$ cat src/rtl/tpx3_stream_merger.sv
// N-channel FWFT readout merger: bounded-burst round-robin over enabled source FIFOs,
// one registered FWFT output word, and per-channel saturating pop counters.
module tpx3_stream_merger #(
  parameter int NCH       = 10,
  parameter int DW        = 32,
  parameter int BURST_MAX = 16,
  parameter int CNT_WIDTH = 32,
  parameter int CHW       = (NCH > 1) ? $clog2(NCH) : 1
) (
  input  logic                     BUS_CLK,
  input  logic                     BUS_RST,
  input  logic [NCH-1:0]           CH_ENABLE,
  input  logic [NCH-1:0]           IN_EMPTY,
  input  logic [NCH*DW-1:0]        IN_DATA,
  output logic [NCH-1:0]           IN_READ,
  input  logic                     OUT_READ,
  output logic                     OUT_EMPTY,
  output logic [DW-1:0]            OUT_DATA,
  output logic                     GRANT_VALID,
  output logic [CHW-1:0]           GRANT_CH,
  input  logic                     CNT_CLEAR,
  output logic [NCH*CNT_WIDTH-1:0] WORD_CNT
);

  localparam logic [0:0]     IDLE       = 1'b0;
  localparam logic [0:0]     BURST      = 1'b1;
  localparam logic [CHW-1:0] LAST_CH    = CHW'(NCH - 1);
  localparam logic [8:0]     BURST_LAST = 9'(BURST_MAX);

  logic [0:0]           state;
  logic [CHW-1:0]       ptr;
  logic [CHW-1:0]       ch;
  logic [7:0]           bcnt;
  logic [DW-1:0]        data_p0;
  logic                 vld_p0;
  logic [CNT_WIDTH-1:0] cnt [NCH];
  logic [DW-1:0]        in_word [NCH];

  logic                 found;
  logic [CHW-1:0]       found_ch;
  logic [CHW-1:0]       cidx;
  int                   sidx;
  logic                 slot_free;
  logic                 ch_ok;
  logic                 pop;
  logic                 last_pop;

  function automatic logic [CNT_WIDTH-1:0] sat_inc(input logic [CNT_WIDTH-1:0] v);
    return (&v) ? v : v + 1'b1;
  endfunction

  function automatic logic [CHW-1:0] next_ch(input logic [CHW-1:0] c);
    return (c == LAST_CH) ? '0 : c + 1'b1;
  endfunction

  for (genvar k = 0; k < NCH; k++) begin : g_unpack
    assign in_word[k]                          = IN_DATA[k*DW +: DW];
    assign WORD_CNT[k*CNT_WIDTH +: CNT_WIDTH] = cnt[k];
  end

  // Round-robin search starting at ptr, wrapping modulo NCH
  always_comb begin
    found    = 1'b0;
    found_ch = '0;
    sidx     = 0;
    cidx     = '0;
    for (int i = 0; i < NCH; i++) begin
      sidx = int'(ptr) + i;
      if (sidx >= NCH) sidx = sidx - NCH;
      cidx = CHW'(sidx);
      if (!found && CH_ENABLE[cidx] && !IN_EMPTY[cidx]) begin
        found    = 1'b1;
        found_ch = cidx;
      end
    end
  end

  assign slot_free = ~vld_p0 | OUT_READ;
  assign ch_ok     = CH_ENABLE[ch] & ~IN_EMPTY[ch];
  assign pop       = (state == BURST) & slot_free & ch_ok & ~BUS_RST;
  assign last_pop  = pop & (({1'b0, bcnt} + 9'd1) == BURST_LAST);

  always_comb begin
    IN_READ = '0;
    if (pop) IN_READ[ch] = 1'b1;
  end

  // Back-pressure only stalls the burst; it ends on quota, empty source or disable
  always_ff @(posedge BUS_CLK) begin
    if (BUS_RST) begin
      state <= IDLE;
      ptr   <= '0;
      ch    <= '0;
      bcnt  <= '0;
    end else if (state == IDLE) begin
      if (found) begin
        ch    <= found_ch;
        bcnt  <= '0;
        state <= BURST;
      end
    end else begin
      if (pop) bcnt <= bcnt + 8'd1;
      if (last_pop || !ch_ok) begin
        state <= IDLE;
        ptr   <= next_ch(ch);
      end
    end
  end

  // Stage p0: output register, refilled in the same cycle it is drained
  always_ff @(posedge BUS_CLK) begin
    if (BUS_RST) begin
      vld_p0  <= 1'b0;
      data_p0 <= '0;
    end else if (pop) begin
      vld_p0  <= 1'b1;
      data_p0 <= in_word[ch];
    end else if (OUT_READ) begin
      vld_p0  <= 1'b0;
    end
  end

  for (genvar k = 0; k < NCH; k++) begin : g_cnt
    always_ff @(posedge BUS_CLK) begin
      if (BUS_RST || CNT_CLEAR) cnt[k] <= '0;
      else if (IN_READ[k])      cnt[k] <= sat_inc(cnt[k]);
    end
  end

  assign OUT_EMPTY   = ~vld_p0;
  assign OUT_DATA    = data_p0;
  assign GRANT_VALID = (state == BURST);
  assign GRANT_CH    = ch;

endmodule

$ cat config.mk
export PLATFORM = sky130hd
export DESIGN_NAME = tpx3_stream_merger
export DESIGN_NICKNAME = d
export VERILOG_FILES = /design/src/rtl/tpx3_stream_merger.sv
export SDC_FILE = /design/constraint.sdc
export NUM_CORES = 1
export LEC_CHECK = 0
export BUFFER_PORTS_ARGS = -buffer_cell sky130_fd_sc_hd__buf_4
export CORE_AREA = 4 4 272 274
export DETAILED_ROUTE_END_ITERATION = 6
export DIE_AREA = 0 0 276 278
export SETUP_SLACK_MARGIN = 0.3
export SYNTH_ARGS = -nofsm -noshare
export SYNTH_HDL_FRONTEND = slang
export SYNTH_SLANG_ARGS = --single-unit
$ cat constraint.sdc
create_clock -name BUS_CLK -period 5.3 [get_ports BUS_CLK]
set_input_delay 0.265 -clock BUS_CLK [delete_from_list [all_inputs] [get_ports BUS_CLK]]
set_output_delay 0.265 -clock BUS_CLK [all_outputs]
set_load 0.005 [all_outputs]
==> run summary <==
Among all flip-flop cells after synthesis, the most frequent one is sky130_fd_sc_hd__edfxtp_1. Across every metal layer, demand over resource in global routing totals 0.228. The power density over the cells is 392 nW/um^2. The count of fill cells added during filler insertion came out at ~7000.

The design draws approximately 12 mW. The critical register-to-register path endpoint is bcnt[2]. Entering global routing, the biggest net connects roughly 80 pins. The share of cells above drive strength 1 is 0.306. In this run the clock root is driven by a sky130_fd_sc_hd__clkbuf_16. STA classifies the critical path endpoint as a flip-flop.

The placed instances occupy a cell area of 29900 sq um. TritonCTS built the clock tree. The number of top-level pins came out at slightly above 700. The number of synthesized register bits came out at 370. The number of buffers created by CTS is 44. The buffer depth of the longest clock path is 3. For met2 alone, demand over resource in global routing was 0.350.

IR analysis of the VDD net gives a maximum drop of 0.230 mV. Setup repair after global routing left no endpoint under its margin. Yosys mapped a number of flops with a built-in enable equal to 320.

The worst slew margin relative to its limit came out at 0.231. The post-synth net total came out at around 2700. The reg-to-reg startpoint is ptr[1]. The accumulated negative setup slack is 0 ns. Row generation in the floorplan step produced 98 rows. After detailed routing, the total wire length is 93000 um. In this run the most used layer during global routing was met2. The internal power of the cells totals approximately 7.4 mW. The count of warnings emitted by yosys is 0. The initial antenna violation count is 9.

The path with the worst hold slack has its endpoint at vld_p0. The proportion of synthesized chip area in sequential cells is 0.450. The origin of the worst min-delay path is OUT_READ. The final standard cell area without fillers came out at approximately 31000 sq um. The highest net fanout along the worst path came out at 18. The number of buffers inserted by hold repair at cts came out at 0.

The height of the die is 278 um. The number of I/O port buffers came out at ~710. The hold violation total from the final report is 0.

The number of DRC markers in iteration 0 came out at approximately 2100. The number of global-route vias before repair is 20400. The met3 track demand over resource in global routing is 0.0752.

The slack of the worst reg-to-reg path is between 0.6 and 0.7 ns. The highest clock frequency the design can meet is around 0.22 GHz. At the later pin of the worst-skew pair, clock insertion delay measures approximately 0.60 ns. The worst setup margin came out at 0.686 ns. The met1 track demand over resource is 0.321.

The global placement routability congestion came out at 0.974. Clock-pin slew was measured on the worst setup and hold paths at about 0.06 ns. The area enclosed by the die boundary is roughly 77000 sq um. The max-capacitance violation count is 0. The mapped netlist covers around 24000 sq um.

After clock tree synthesis, the repair step resized 0 gates. The slew at the pin with the worst max-slew slack came out at between 1 and 1.5 ns. The placed wire-length estimate came out at between 70000 and 80000 um. The pre-CTS setup slack came out at a little under 0.8 ns. The slowest stage of the critical path is the sky130_fd_sc_hd__a2111oi_4 cell. The H-tree generated during clock tree synthesis spans 2 levels. The share of the cycle needed by the critical path after routing is 0.871. The layout net count came out at 3395. The path type of the worst min-delay path is input pin to flip-flop. The first global-routing pass estimated between 100000 and 150000 um of wire. The unique cell type count in the Yosys netlist is 98. For this design the total switching power over the nets is 4.91 mW. The number of vias after detailed routing is ~21000. Dividing the detail-routed wire length by the instance count gives 23.2 um. The share of flip-flops with an asynchronous set or reset came out at 0. The most common cell type on the critical path is sky130_fd_sc_hd__ha_1. Subtracting the final worst setup slack from the clock period gives roughly 4.6 ns. The share of total power dissipated in the clock network is 0.240. The remaining global-route overflow is 0. The total iterations of the first detailed-routing run is 6. The area added between synthesis and finish is 32.8%. For the worst flop-to-flop path, the logic depth is 12. Setup violations remaining at the end of the flow were counted as 0.

The post-route DRC violation count came out at 0. The number of instances in the synthesized netlist came out at around 2300. The worst stage delay on the critical path came out at 0.55 ns. The count of antenna-violating nets left after detailed routing came out at 0. Of the total power, the share spent switching nets is 0.400.

Once the clock tree was built, the setup fixing pass inserted 0 buffers. The worst clock skew is a little over 0.03 ns. The post-detailed-route via-to-cell ratio came out at between 5 and 6. The flow ran to the end, and the final reports show no timing, DRC or antenna violations.

The clock sink total is 370. The x dimension of the die is between 200 and 300 um. The startpoint of the worst setup timing path is ptr[1].

The floorplan step defined a core boundary enclosing 71400 sq um. The required time of the critical path is around 5.8 ns. The share of total power in combinational logic is 0.461. The leakage component of the power is 12.0 nW. The depth of the worst hold-timing path is 3. The final core area utilization is 0.439. The critical path arrival is a little over 5 ns. The critical setup path kind is flip-flop to flip-flop. The starting utilization of the core area came out at 0.330. The part of the power in registers came out at 0.299.

The number of max-slew violations in the final report came out at 0. The critical path goes through buf_4 -> ha_1 -> xnor2_4 -> ha_1 -> a21boi_2 -> o21ai_1 -> o41ai_1 -> o41ai_2 -> a2111oi_4 -> a31oi_4 -> or2_1 -> a311oi_2. The synthesized area per cell came out at approximately 10 sq um. STA classifies the critical path startpoint as a flip-flop.
==> how the worst max path moves through the flow <==
stage | to | slack (ns) | cells after the start
2_1_floorplan | bcnt[2] | 0.88 | 16
3_3_place_gp | GRANT_CH[2] | 0.82 | 15
3_5_place_dp | GRANT_CH[2] | 0.79 | 11
4_1_cts | bcnt[2] | 0.75 | 14
5_1_grt | GRANT_CH[2] | 0.47 | 15
6_report | bcnt[2] | 0.69 | 12
==> power by group through the flow <==
stage	Clock [mW]	Combinational, mW	Sequential [mW]
finish	2.95	5.66	3.67
global route	3.14	6.08	3.70
CTS	3.04	5.58	3.66
detailed placement	0	5.55	3.72
global placement	0	5.56	3.72
floorplan	0	3.91	3.62
==> layer usage <==
layer | up-vias | share of wire
met2 | 834 | 0.44
met1 | 10400 | 0.45
met3 | 82 | 0.095
li1 | 9899 | -
met4 | 6 | 0.013
met5 | - | 0.00058
==> logic make-up after synthesis <==
group,Yosys count,synth area share
buf+inv,143,0.0251
flops,370,0.450
xor+xnor,314,0.118
mux,89,0.0752
simple gates,1117,0.220
fa+ha+maj,34,0.0184
compound gates,264,0.0932
==> cell usage after synthesis (7+ instances only) <==
master / number / area [sq um]
sky130_fd_sc_hd__mux4_2: 70 / 1580
sky130_fd_sc_hd__o21ai_0: 26 / 130
sky130_fd_sc_hd__or2_2: 8 / 50.1
sky130_fd_sc_hd__nand2b_1: 16 / 100
sky130_fd_sc_hd__a211oi_1: 9 / 67.6
sky130_fd_sc_hd__and3_1: 90 / 563
sky130_fd_sc_hd__clkbuf_1: 80 / 300
sky130_fd_sc_hd__nand3b_1: 9 / 67.6
sky130_fd_sc_hd__nor4_1: 10 / 62.6
sky130_fd_sc_hd__ha_1: 33 / 413
sky130_fd_sc_hd__o2111ai_1: 8 / 70.1
sky130_fd_sc_hd__inv_1: 39 / 146
sky130_fd_sc_hd__and4_1: 18 / 158
sky130_fd_sc_hd__nor2_1: 457 / 1720
sky130_fd_sc_hd__a222oi_1: 34 / 340
sky130_fd_sc_hd__and2_1: 18 / 113
sky130_fd_sc_hd__mux2i_1: 14 / 140
sky130_fd_sc_hd__a311oi_1: 34 / 298
sky130_fd_sc_hd__nand2_1: 239 / 897
sky130_fd_sc_hd__a21oi_1: 36 / 180
sky130_fd_sc_hd__nor3b_1: 10 / 75.1
sky130_fd_sc_hd__nor2b_1: 16 / 100
sky130_fd_sc_hd__xor2_1: 190 / 1660
sky130_fd_sc_hd__nand4_1: 41 / 257
sky130_fd_sc_hd__dfxtp_1: 50 / 1000
sky130_fd_sc_hd__nand3_1: 129 / 646
sky130_fd_sc_hd__a21o_1: 8 / 60.1
sky130_fd_sc_hd__buf_1: 10 / 37.5
sky130_fd_sc_hd__xnor2_1: 122 / 1070
sky130_fd_sc_hd__edfxtp_1: 320 / 9610
sky130_fd_sc_hd__o211ai_1: 8 / 60.1
sky130_fd_sc_hd__a311oi_2: 7 / 105
sky130_fd_sc_hd__nor3_1: 27 / 135
==> worst max-delay path, delay by kind of cell, from the launching register on <==
family,cells,cell delay (ns)
AOI/OAI and AO/OA,7,2.15
xor gates and xnor gates,1,0.22
adders and majority gates,2,0.87
buffers and inverters,1,0.31
DFF,1,0.52
and+or+nand+nor,1,0.43
==> cells in the final DEF, fill, tap and decap left out, drive strengths merged, types with 10 or more instances in the layout <==
| cell | netlist | final |
|---|---|---|
| buf | 21 | 741 |
| nor2 | 459 | 459 |
| edfxtp | 320 | 320 |
| nand2 | 240 | 240 |
| xor2 | 190 | 190 |
| nand3 | 129 | 129 |
| xnor2 | 124 | 124 |
| and3 | 90 | 90 |
| mux4 | 70 | 70 |
| clkbuf | 80 | 57 |
| dfxtp | 50 | 50 |
| inv | 42 | 44 |
| nand4 | 41 | 41 |
| a311oi | 41 | 41 |
| a21oi | 38 | 38 |
| a222oi | 34 | 34 |
| ha | 33 | 33 |
| o21ai | 32 | 32 |
| nor3 | 28 | 28 |
| and2 | 19 | 19 |
| and4 | 18 | 18 |
| clkinv | 0 | 18 |
| nand2b | 16 | 16 |
| nor2b | 16 | 16 |
| mux2i | 14 | 14 |
| nor4 | 11 | 11 |
| nor3b | 10 | 10 |
| a211oi | 10 | 10 |
==> flip-flops by register name, summed over array words and instances, names as in the netlist <==
register	cells
GRANT_CH	4
cnt	320
ptr	4
OUT_DATA	32
bcnt	8
vld_p0	1
GRANT_VALID	1
==> through the flow <==
stage / std cells / hold WS [ns]
floorplan: 2331 / 0.458
global placement: 3921 / 0.486
detailed placement: 3921 / 0.495
CTS: 4001 / 0.0487
global route: 4002 / 0.0920
finish: 4003 / 0.0835
==> area by class of cell <==
type                            count  area (sq um)  area share
Antenna cell                        2          5.00    0.000160
Clock buffer                       57          1170      0.0374
Clock inverter                     23           191     0.00611
Inverter                           42           158     0.00503
Multi-Input combinational cell   1818         12400       0.397
Sequential cell                   370         10600       0.339
Tap cell                          950          1190      0.0380
Timing Repair Buffer              741          5560       0.178
No activity file was read; power rests on OpenSTA's default activity.
